===== config.mk =====
export PLATFORM = sky130hd
export DESIGN_NAME = sinus_analyzer
export DESIGN_NICKNAME = d
export VERILOG_FILES = /design/src/rtl/sinus_analyzer_pkg.sv /design/src/rtl/sinus_analyzer_zero_cross_det.sv /design/src/rtl/sinus_analyzer.sv
export SDC_FILE = /design/constraint.sdc
export NUM_CORES = 1
export LEC_CHECK = 0
export BUFFER_PORTS_ARGS = -buffer_cell sky130_fd_sc_hd__buf_2
export CAP_MARGIN = 20
export CORE_MARGIN = 2
export CORE_UTILIZATION = 35
export DETAILED_ROUTE_END_ITERATION = 10
export PLACE_DENSITY_LB_ADDON = 0.2
export SKIP_LAST_GASP = 1
export SYNTH_ARGS = -nofsm -noshare
export SYNTH_HDL_FRONTEND = slang
export SYNTH_HIERARCHICAL = 1
export SYNTH_SLANG_ARGS = --single-unit
export TNS_END_PERCENT = 50

===== constraint.sdc =====
create_clock -name clk -period 3.7 [get_ports clk]
set_input_delay 0.37 -clock clk [delete_from_list [all_inputs] [get_ports clk]]
set_output_delay 0.37 -clock clk [all_outputs]
set_load 0.03 [all_outputs]

===== src/rtl/sinus_analyzer_pkg.sv =====
// Shared FSM states, default parameters and helpers for the sinus_analyzer monitor.
package sinus_analyzer_pkg;

  localparam int DATA_W_DEF     = 24;
  localparam int CNT_W_DEF      = 16;
  localparam int HYST_DEF       = 65536;
  localparam int MIN_PERIOD_DEF = 4;
  localparam int MAX_PERIOD_DEF = 1000;
  localparam int LOCK_CNT_DEF   = 3;

  typedef enum logic [1:0] {
    S_IDLE,
    S_ARM,
    S_RUN_POS,
    S_RUN_NEG
  } state_t;

  // Two period lengths count as the same frequency when they differ by at most one sample.
  function automatic logic within_one(input int unsigned a, input int unsigned b);
    return (a > b) ? ((a - b) <= 1) : ((b - a) <= 1);
  endfunction

endpackage


===== src/rtl/sinus_analyzer_zero_cross_det.sv =====
// Hysteresis comparator: flags non-negative samples (crossing) and samples below -HYST (armed).
module sinus_analyzer_zero_cross_det #(
  parameter int DATA_W = 24,
  parameter int HYST   = 65536
) (
  input  logic signed [DATA_W-1:0] i_sample,
  output logic                     o_crossing,
  output logic                     o_armed
);

  localparam logic signed [DATA_W-1:0] NEG_HYST = DATA_W'(-HYST);

  assign o_crossing = ~i_sample[DATA_W-1];
  assign o_armed    = (i_sample < NEG_HYST);

endmodule


===== src/rtl/sinus_analyzer.sv =====
// Per-period length, peak and frequency-lock monitor for a signed sample stream.
// Optional dc_offset output is built when SINUS_ANALYZER_DC_EN is defined.
module sinus_analyzer
  import sinus_analyzer_pkg::*;
#(
  parameter int DATA_W     = DATA_W_DEF,
  parameter int CNT_W      = CNT_W_DEF,
  parameter int HYST       = HYST_DEF,
  parameter int MIN_PERIOD = MIN_PERIOD_DEF,
  parameter int MAX_PERIOD = MAX_PERIOD_DEF,
  parameter int LOCK_CNT   = LOCK_CNT_DEF
) (
  input  logic                     clk,
  input  logic                     reset,
  input  logic signed [DATA_W-1:0] data_in,
  input  logic                     data_valid,
  output logic        [CNT_W-1:0]  period,
  output logic signed [DATA_W-1:0] peak_max,
  output logic signed [DATA_W-1:0] peak_min,
  output logic signed [DATA_W:0]   peak_pp,
  output logic                     meas_valid,
  output logic                     locked,
  output logic                     timeout
`ifdef SINUS_ANALYZER_DC_EN
  ,
  output logic signed [DATA_W-1:0] dc_offset
`endif
);

  localparam int               MC_W    = $clog2(LOCK_CNT + 1);
  localparam logic [CNT_W-1:0] CNT_MAX = CNT_W'(MAX_PERIOD);
  localparam logic [CNT_W-1:0] CNT_MIN = CNT_W'(MIN_PERIOD);
  localparam logic [MC_W-1:0]  MC_LOCK = MC_W'(LOCK_CNT);

  state_t                   r_state;
  logic        [CNT_W-1:0]  r_cnt;
  logic        [CNT_W-1:0]  r_period;
  logic signed [DATA_W-1:0] r_max, r_min;
  logic signed [DATA_W-1:0] r_peak_max, r_peak_min;
  logic signed [DATA_W:0]   r_peak_pp;
  logic                     r_meas_valid, r_locked, r_timeout, r_prev_ok;
  logic        [MC_W-1:0]   r_match_cnt;

  logic                     w_crossing, w_armed;
  logic                     w_run, w_tmo, w_close, w_publish;
  logic        [MC_W-1:0]   w_match_next;
  logic signed [DATA_W:0]   w_pp;

  sinus_analyzer_zero_cross_det #(
    .DATA_W (DATA_W),
    .HYST   (HYST)
  ) u_zcd (
    .i_sample   (data_in),
    .o_crossing (w_crossing),
    .o_armed    (w_armed)
  );

  assign w_run     = (r_state == S_RUN_POS) || (r_state == S_RUN_NEG);
  assign w_tmo     = data_valid && w_run && (r_cnt == CNT_MAX);
  assign w_close   = data_valid && (r_state == S_RUN_NEG) && w_crossing && !w_tmo;
  assign w_publish = w_close && (r_cnt >= CNT_MIN);
  // Sign-extend both operands so max - min can never overflow.
  assign w_pp      = {r_max[DATA_W-1], r_max} - {r_min[DATA_W-1], r_min};

  always_comb begin
    w_match_next = '0;
    if (r_prev_ok && within_one(32'(r_cnt), 32'(r_period)))
      w_match_next = (r_match_cnt == MC_LOCK) ? r_match_cnt : r_match_cnt + 1'b1;
  end

  always_ff @(posedge clk) begin
    if (reset) begin
      r_state      <= S_IDLE;
      r_cnt        <= '0;
      r_max        <= '0;
      r_min        <= '0;
      r_period     <= '0;
      r_peak_max   <= '0;
      r_peak_min   <= '0;
      r_peak_pp    <= '0;
      r_meas_valid <= 1'b0;
      r_locked     <= 1'b0;
      r_timeout    <= 1'b0;
      r_prev_ok    <= 1'b0;
      r_match_cnt  <= '0;
    end else begin
      r_meas_valid <= w_publish;
      r_timeout    <= w_tmo;
      if (w_tmo) begin
        r_state     <= S_IDLE;
        r_locked    <= 1'b0;
        r_match_cnt <= '0;
        r_prev_ok   <= 1'b0;
      end else if (w_close) begin
        // NOTE: non-blocking updates let the publish read the pre-crossing max/min
        // while the same edge restarts them from the crossing sample.
        if (w_publish) begin
          r_period    <= r_cnt;
          r_peak_max  <= r_max;
          r_peak_min  <= r_min;
          r_peak_pp   <= w_pp;
          r_match_cnt <= w_match_next;
          r_locked    <= (w_match_next == MC_LOCK);
          r_prev_ok   <= 1'b1;
        end else begin
          r_match_cnt <= '0;
          r_locked    <= 1'b0;
        end
        r_cnt   <= CNT_W'(1);
        r_max   <= data_in;
        r_min   <= data_in;
        r_state <= S_RUN_POS;
      end else if (data_valid) begin
        case (r_state)
          S_IDLE: if (w_armed) r_state <= S_ARM;
          S_ARM: begin
            if (w_crossing) begin
              r_cnt   <= CNT_W'(1);
              r_max   <= data_in;
              r_min   <= data_in;
              r_state <= S_RUN_POS;
            end
          end
          default: begin
            r_cnt <= r_cnt + 1'b1;
            if (data_in > r_max) r_max <= data_in;
            if (data_in < r_min) r_min <= data_in;
            if (w_armed) r_state <= S_RUN_NEG;
          end
        endcase
      end
    end
  end

  assign period     = r_period;
  assign peak_max   = r_peak_max;
  assign peak_min   = r_peak_min;
  assign peak_pp    = r_peak_pp;
  assign meas_valid = r_meas_valid;
  assign locked     = r_locked;
  assign timeout    = r_timeout;

`ifdef SINUS_ANALYZER_DC_EN
  logic signed [DATA_W:0]   w_sum;
  logic signed [DATA_W-1:0] r_dc;

  assign w_sum = {r_max[DATA_W-1], r_max} + {r_min[DATA_W-1], r_min};

  always_ff @(posedge clk) begin
    if (reset)          r_dc <= '0;
    else if (w_publish) r_dc <= DATA_W'(w_sum >>> 1);
  end

  assign dc_offset = r_dc;
`endif

endmodule


==> run metrics <==
first-pass GRT wire length=around 45 mm; Worst R2R Start=period[0]; CP Capture Type=flop; synthesized flop and latch total=161; postcts setup bufs=0; antenna-violating nets left=0; post_cts resized=0; Power Density=roughly 340 nW/µm²; GRT met1 Usage=26.9%; PortBufs=118; fin crit period=3.36 ns; nets=1481; CTS tree=yes; Clock Skew=between 0.01 and 0.015 ns; Setup WS pre-CTS=0.243 ns; HP Start=data_in[1]; RR Endpoint=r_match_cnt[0]; worst slew pin tran=1.02 ns; cell chosen for the clock root=clkbuf_16; Worst R2R Setup Slack=between 0.3 and 0.4 ns; Most used DFF post-synth=dfxtp_1; Setup TNS Final=0 ns; Final Cycle Share=about nine tenths; max_slew headroom=~32%; share of layout cells above drive strength 1=14.0%; synthesized area=between 9000 and 10000 µm²; setup ws final=between 0.3 and 0.4 ns; post-route insts no fill=1736; crit path DAT=about 3.7 ns; vias in the first global route=approximately 8.4k; Yosys warnings=6; Crit Path Max Fanout=4; clk_lat worst skew=roughly 0.45 ns; RSZ-0062 raised after global routing=false; status=complete, no violations; CP peak stage delay=~0.6 ns; met2 usage=a little under a third; Seq/Total Area, Yosys=between 30% and 40%; worst min path class=input port to flop; Ports=119; CTS Buf Count=17; die area=just under 30000 µm²; Die Span X=172 µm; EDFF count, synth=0; Starting DRT DRC Count=between 500 and 600; ant diodes=0; crit path max-delay cell type=or4_1; Hold-fix buffers, CTS=0; number of clock sinks=~160; Slew Viols, Final=0; antenna violations before repair=0; syn_nets=around 1.4k; H-tree levels=4; Layout fillers=around 3.0k; most common cell after layout, fill and taps aside=nand2_1; CP Class=flop to flop; final setup fails=0; DR DRC count=0; vias per inst=approximately 5; r2r worst-path depth=13; Post-Synthesis Cells=1249; crit-path cells=inv_1, ha_1, fa_1, nand2b_1, a21oi_1, nor3_1, o21bai_1, xnor2_1, o211ai_1, or4_1, o41ai_4, o21ai_1, a21oi_1; via count=between 8k and 9k; pin count of the biggest net entering global routing=90; most frequent cells in the layout=nand2_1, dfxtp_1, a21oi_1, buf_2; placed cells=between 1.5k and 2k; Die Ht=about 170 µm; post-synthesis async set-or-reset flop share=0%; grt met3 use=around 3.8%; most frequent CP cell=a21oi_1; clk slew on worst S/H paths=~0.070 ns; Worst Hold Path Cells=3; CP required=between 4 and 5 ns; Hold Crit Endpoint=r_min[1]; grt total ovfl=0; worst hold margin=~0.22 ns; global routing's busiest layer=met2; Tot GR Track Use=19.7%; total wire length=28.5 mm; Worst setup SP type=flop; library cells used by synthesis=69; maximum clock rate=just under 0.3 GHz; CTS Buffer Depth=2; detailed placement HPWL=about 21 mm; final hold violations=0; Leak=between 0.005 and 0.006 µW; core footprint=27800 µm²; RD Place Congestion=0.891; Initial Utilization=a little over a third; average routed wire per standard cell=~16 µm; row cnt=61; Mean Syn Cell Area=just under 8 µm²; largest vdd supply drop=~0.00025 V; Max Cap Viol=0; drt pass-1 iters=5; area delta synth->final=16.0%
[layer usage]
layer  vias to the layer above  routed length [µm]
met1                      4139               13800
li1                       4495                   -
met3                        21                1070
met5                         -                   0
met2                       166               13300
met4                         0                 351
[worst max-delay path: cells and delay by family (launching register included)]
kind	cells	cell delay, ns
xor gates and xnor gates	1	0.13
adders and majority gates	2	0.65
buffers and inverters	1	0.06
AOI/OAI and AO/OA	6	1.14
DFF	1	0.38
and+or+nand+nor	3	0.93
[cell usage after synthesis, types with 4 or more instances]
cell | instances | share of area [%]
or2_2 | 4 | 0.25
o21ai_0 | 42 | 2.1
a211oi_1 | 8 | 0.61
ha_1 | 105 | 13
or4_1 | 6 | 0.46
clkbuf_1 | 43 | 1.6
o21a_1 | 6 | 0.46
nand3_1 | 19 | 0.96
nand4_1 | 18 | 1.1
nand2b_1 | 9 | 0.57
dfxtp_1 | 161 | 33
o21bai_1 | 4 | 0.30
nor3_1 | 20 | 1.0
inv_1 | 102 | 3.9
a21oi_1 | 151 | 7.7
o21ai_1 | 6 | 0.30
nor2_1 | 104 | 4.0
nor2b_1 | 13 | 0.82
a31oi_1 | 5 | 0.32
and4_1 | 7 | 0.62
nor4_1 | 4 | 0.25
a21o_1 | 30 | 2.3
mux2i_1 | 50 | 5.1
nand2_1 | 200 | 7.6
buf_4 | 4 | 0.30
buf_2 | 9 | 0.46
o211ai_1 | 6 | 0.46
xnor2_1 | 32 | 2.8
or3_1 | 4 | 0.25
nor3b_1 | 4 | 0.30
xor2_1 | 9 | 0.80
[registers in the layout (all words and copies together), names as in the netlist]
register / flops
r_cnt: 16
peak_min: 24
r_state: 2
locked: 1
r_min: 24
period: 16
peak_pp: 25
meas_valid: 1
r_match_cnt: 2
r_max: 24
r_prev_ok: 1
timeout: 1
peak_max: 24
[logic make-up after synthesis]
group,after synthesis,share of synthesized area (%)
simple gates,428,19.5
compound gates,299,18.6
flops,161,32.7
buf+inv,160,6.35
fa+ha+maj,108,13.9
mux,52,5.30
xor+xnor,41,3.64
[worst max-delay path by stage]
stage                     cells past startpoint      start             end  slack, ns
after floorplan                              13  period[0]  r_match_cnt[0]       0.51
after global placement                       12  period[5]  r_match_cnt[0]       0.31
after detailed placement                     12  period[5]  r_match_cnt[0]       0.24
after CTS                                    12  period[5]  r_match_cnt[0]       0.23
after global routing                         13  period[0]  r_match_cnt[0]       0.08
final                                        13  period[0]  r_match_cnt[0]       0.34
[metrics by stage]
step / total power (µW) / util, % / area (µm²)
4_1_cts: 3950 / 41.1 / 11400
3_3_place_gp: 2240 / 39.1 / 10900
5_1_grt: 4090 / 41.2 / 11400
2_1_floorplan: 2110 / - / 9870
6_report: 3900 / 41.2 / 11400
3_5_place_dp: 2250 / 39.1 / 10900
[where the power goes]
part           switching [µW]  internal (µW)
Sequential               15.2           1740
Clock                     809            881
Combinational             260            188
Total                    1080           2810
[final cells by class]
class	count	area, µm²	share of cell area [%]
clock buffer	18	429	3.75
clock inverter	13	118	1.03
inverter	102	383	3.34
multi-input combinational	928	6070	53.0
sequential	161	3220	28.1
tap	378	473	4.13
timing repair buffer	136	753	6.58
Power figures use the tool's default switching activity.
